`config.mk`:
```
export PLATFORM = sky130hd
export DESIGN_NAME = pipe_stall_ctrl
export DESIGN_NICKNAME = d
export VERILOG_FILES = /design/src/rtl/pipe_stall_ctrl.sv
export SDC_FILE = /design/constraint.sdc
export NUM_CORES = 1
export LEC_CHECK = 0
export BUFFER_PORTS_ARGS = -buffer_cell sky130_fd_sc_hd__buf_2
export CAP_MARGIN = 20
export CORE_MARGIN = 10
export CORE_UTILIZATION = 47
export CTS_CLUSTER_SIZE = 14
export DETAILED_ROUTE_END_ITERATION = 10
export PLACE_DENSITY = 0.81
export SETUP_SLACK_MARGIN = 0.5
export SKIP_CTS_REPAIR_TIMING = 1
export SLEW_MARGIN = 10
export SYNTH_ARGS = -nofsm -noshare
export SYNTH_HDL_FRONTEND = slang
export SYNTH_SLANG_ARGS = --single-unit
```
`constraint.sdc`:
```
create_clock -name clk -period 3.1 [get_ports clk]
set_input_delay 0.31 -clock clk [delete_from_list [all_inputs] [get_ports clk]]
set_output_delay 0.31 -clock clk [all_outputs]
set_load 0.03 [all_outputs]
```
`src/rtl/pipe_stall_ctrl.sv`:
```
// Pipeline stall/flush controller with a multi-cycle mult/div freeze FSM.
// Optional stalled-cycle counter enabled by defining STALL_CNT_EN.
module pipe_stall_ctrl #(
  parameter int unsigned MULT_CYCLES = 4,
  parameter int unsigned DIV_CYCLES  = 32
) (
  input  logic        clk,
  input  logic        rst,
  input  logic        hdu1_block,
  input  logic        hdu2_block,
  input  logic        md_start,
  input  logic        md_is_div,
  input  logic        branch_taken,
  output logic        PcStall,
  output logic        IF_ID_Stall,
  output logic        ID_EX_Stall,
  output logic        ID_EX_Flush,
  output logic        IF_ID_Flush,
  output logic        md_busy,
  output logic        md_done,
  output logic [15:0] stall_cnt
);

  typedef enum logic [1:0] {
    IDLE = 2'd0,
    BUSY = 2'd1,
    DONE = 2'd2
  } state_t;

  // The accept cycle counts as the first freeze cycle, so BUSY runs N-1 cycles.
  localparam logic [5:0] MULT_LOAD = 6'(MULT_CYCLES - 1);
  localparam logic [5:0] DIV_LOAD  = 6'(DIV_CYCLES - 1);

  state_t     state_r;
  state_t     state_nxt_s;
  logic [5:0] cnt_r;
  logic [5:0] cnt_nxt_s;
  logic       accept_s;
  logic       freeze_s;
  logic       hazard_s;

  assign accept_s = (state_r != BUSY) & md_start & ~rst;
  assign freeze_s = accept_s | ((state_r == BUSY) & ~rst);
  assign hazard_s = hdu1_block | hdu2_block;

  // State and down-counter registers
  always_ff @(posedge clk) begin
    if (rst) begin
      state_r <= IDLE;
      cnt_r   <= 6'd0;
    end else begin
      state_r <= state_nxt_s;
      cnt_r   <= cnt_nxt_s;
    end
  end

  // Next-state and counter logic
  always_comb begin
    state_nxt_s = state_r;
    cnt_nxt_s   = cnt_r;
    case (state_r)
      IDLE, DONE: begin
        if (md_start) begin
          state_nxt_s = BUSY;
          cnt_nxt_s   = md_is_div ? DIV_LOAD : MULT_LOAD;
        end else begin
          state_nxt_s = IDLE;
          cnt_nxt_s   = cnt_r;
        end
      end
      BUSY: begin
        cnt_nxt_s = cnt_r - 6'd1;
        if (cnt_r == 6'd1) begin
          state_nxt_s = DONE;
        end else begin
          state_nxt_s = BUSY;
        end
      end
      default: begin
        state_nxt_s = IDLE;
        cnt_nxt_s   = 6'd0;
      end
    endcase
  end

  // Control outputs: freeze > hazard stall > branch flush
  always_comb begin
    PcStall     = 1'b0;
    IF_ID_Stall = 1'b0;
    ID_EX_Stall = 1'b0;
    ID_EX_Flush = 1'b0;
    IF_ID_Flush = 1'b0;
    md_busy     = freeze_s;
    md_done     = (state_r == DONE) & ~rst;
    if (freeze_s) begin
      PcStall     = 1'b1;
      IF_ID_Stall = 1'b1;
      ID_EX_Stall = 1'b1;
    end else if (hazard_s) begin
      PcStall     = 1'b1;
      IF_ID_Stall = 1'b1;
      ID_EX_Flush = 1'b1;
    end else begin
      IF_ID_Flush = branch_taken;
    end
  end

`ifdef STALL_CNT_EN
  logic [15:0] stall_cnt_r;

  // Saturating count of cycles with the PC held
  always_ff @(posedge clk) begin
    if (rst) begin
      stall_cnt_r <= 16'd0;
    end else if (PcStall && (stall_cnt_r != 16'hFFFF)) begin
      stall_cnt_r <= stall_cnt_r + 16'd1;
    end else begin
      stall_cnt_r <= stall_cnt_r;
    end
  end

  assign stall_cnt = stall_cnt_r;
`else
  assign stall_cnt = 16'd0;
`endif

endmodule

```
==> impl_metrics.json <==
{
  "status": "finished, final reports clean",
  "p_per_area_nw_per_um2": 496.1,
  "min_to": "cnt_r[5]",
  "yosysTopAreaCellShare_pct": 25.91,
  "drive_above_1_share_pct": 19.32,
  "dieHeight_um": 56.27,
  "setup_tns_ns": 0,
  "clk_pin_slew_ns": 0.05,
  "wire_per_inst_um": 12.65,
  "synth_common_cells": "buf_4 (19), dfxtp_1 (8), nor2_1 (7), inv_1 (5), nand2_1 (4)",
  "vias": 526,
  "num_rows": 13,
  "root_buffer": "clkbuf_4",
  "yosys.area.top_type": "dfxtp_1",
  "ys.flop_type": "dfxtp_1",
  "synth-edff-count": 0,
  "peakVddDrop_v": 0.0003387,
  "ant_nets": 0,
  "synth.most_common_cell": "buf_4",
  "clk_latency_ns": 0.26,
  "synth_cell_types": 29,
  "drt_iter0_drc": 20,
  "cp_max_fo": 15,
  "syn_avg_cell_area_um2": 7.924,
  "io_buffers": 13,
  "clockBufferDepth": 2,
  "worstSetupPathType": "flop to output port",
  "grt_pass1_wl_mm": 2.249,
  "die_w_um": 56.27,
  "grt_overflow_total": 0,
  "cts.sinks": 8,
  "n_antenna_cell": 0,
  "crit_path_start_kind": "flop",
  "min_path_cells": 2,
  "final_max_slew_viol_count": 0,
  "worstSetupEndpointType": "output port",
  "syn_area_um2": 618.1,
  "ctsHtreeMaxLevel": 1,
  "fin_area_um2": 630.6,
  "grt_usage_pct": 8.439,
  "p_leak_nw": 0.3031,
  "dr.pass1.iters": 4,
  "core_area_um2": 1269,
  "die-area_um2": 3166,
  "vias_per_cell": 5.107,
  "start_util_pct": 48.72,
  "worstHoldStart": "rst",
  "ff2ff_setup_slack_ns": 1.60,
  "fin_total_pwr_uw": 312.8,
  "placed_area_um2": 608.1,
  "fin_nets": 99,
  "hold_viol": 0,
  "syn2layout_area_growth_pct": 2.024,
  "syn_inst": 78,
  "holdWs_ns": 0.3506,
  "period_share_pct": 60.81,
  "cap_violations": 0,
  "grt_max_degree": 16,
  "timing.rr.end": "cnt_r[5]",
  "grt_pass1_vias": 508,
  "synthTopCellsByArea": "dfxtp_1 (26%), buf_4 (23%), nor2_1 (4.3%)",
  "final-setup-viol-count": 0,
  "rsz0062_at_grt": "false",
  "drc": 0,
  "yosysWarnings": 0,
  "ff2ff_path_depth": 3,
  "async_reset_ff_share_pct": 0,
  "timing.fmax_mhz": 530.5,
  "wl_mm": 1.303,
  "fillerInstances": 125,
  "place_congestion": 0.9280,
  "critPathRequiredTime_ns": 2.79,
  "hp-class": "input pin to flop",
  "timing.final.crit_period_ns": 1.885,
  "dpl.hpwl_mm": 1.095,
  "worstReg2RegStart": "state_r[0]",
  "tritoncts": "yes",
  "ys_seq_elements": 8,
  "grt_antenna_before_repair": 0,
  "ys_seq_area_share_pct": 25.91,
  "skew_ns": 0.001583,
  "critPathArrivalTime_ns": 1.58,
  "ioPinCount": 30,
  "cts_made_buffers": 3
}
[layout make-up]
class / count / area (µm²) / share of cell area, %
clock buffer: 3 / 22.52 / 3.571
inverter: 5 / 18.77 / 2.976
multi-input combinational: 59 / 345.3 / 54.76
sequential: 8 / 160.2 / 25.40
tap: 15 / 18.77 / 2.976
timing repair buffer: 13 / 65.06 / 10.32
[metal layers]
metal | track usage, % | vias up | wire, µm
met5 | 0 | - | 0
met4 | 5.155 | 0 | 34
met3 | 4.045 | 5 | 129
met2 | 12.52 | 25 | 617
met1 | 9.458 | 235 | 521
li1 | - | 261 | -
[where the power goes]
group | internal [mW] | switching [mW]
Clock | 0.0445 | 0.0379
Sequential | 0.113 | 0.0143
Combinational | 0.0344 | 0.0688
Total | 0.192 | 0.121
[state kept, by name, summed over array words and instances (netlist names)]
| name | cells |
|---|---|
| cnt_r | 6 |
| state_r | 2 |
[kinds of logic (layout without fill, tap and decap cells)]
kind of cell             Yosys count  count (layout)  share of synthesized area (%)
AND/OR/NAND/NOR                   25              25                          22.88
adder cells (fa/ha/maj)            2               2                          4.048
flip-flops                         8               8                          25.91
AO/OA/AOI/OAI                     16              16                          19.23
other                              1              16                         0.6067
buffers and inverters             26              21                          27.33
[cell usage in the layout (no fill, tap or decap), drive strengths merged]
master	n
o31ai	1
buf	13
nand2	4
o22ai	1
ha	2
nor2	7
inv	5
clkbuf	3
nor3	1
nand2b	3
or3	1
and3	1
a21o	1
a2bb2oi	3
nor2b	2
o21ai	2
nor4	2
a31oi	1
a21oi	1
o311ai	2
conb	16
a221oi	1
a211oi	2
dfxtp	8
nor4b	1
o22a	1
or4b	1
nor3b	1
and2b	1
[per-stage QoR]
stage	cells	setup WS, ns	util, %
2_1_floorplan	93	1.507	-
3_3_place_gp	100	1.535	47.93
3_5_place_dp	100	1.506	47.93
4_1_cts	103	1.226	49.70
5_1_grt	103	1.120	49.70
6_report	103	1.215	49.70
[how the worst max path moves through the flow]
stage / slack (ns) / endpoint / cells after the start / from
finish: 1.21 / IF_ID_Flush / 4 / state_r[0]
global route: 1.12 / ID_EX_Flush / 5 / state_r[0]
CTS: 1.23 / IF_ID_Flush / 4 / state_r[0]
detailed placement: 1.51 / IF_ID_Flush / 4 / state_r[0]
global placement: 1.53 / IF_ID_Flush / 4 / state_r[0]
floorplan: 1.51 / md_done / 2 / state_r[0]
[critical path: stages (launching register included)]
cell and delay [ns]:
dfxtp_1 0.58, nand2b_1 0.18, a21o_1 0.23, and3_1 0.16
buf_2 0.17
No activity file was read; power rests on OpenSTA's default activity.
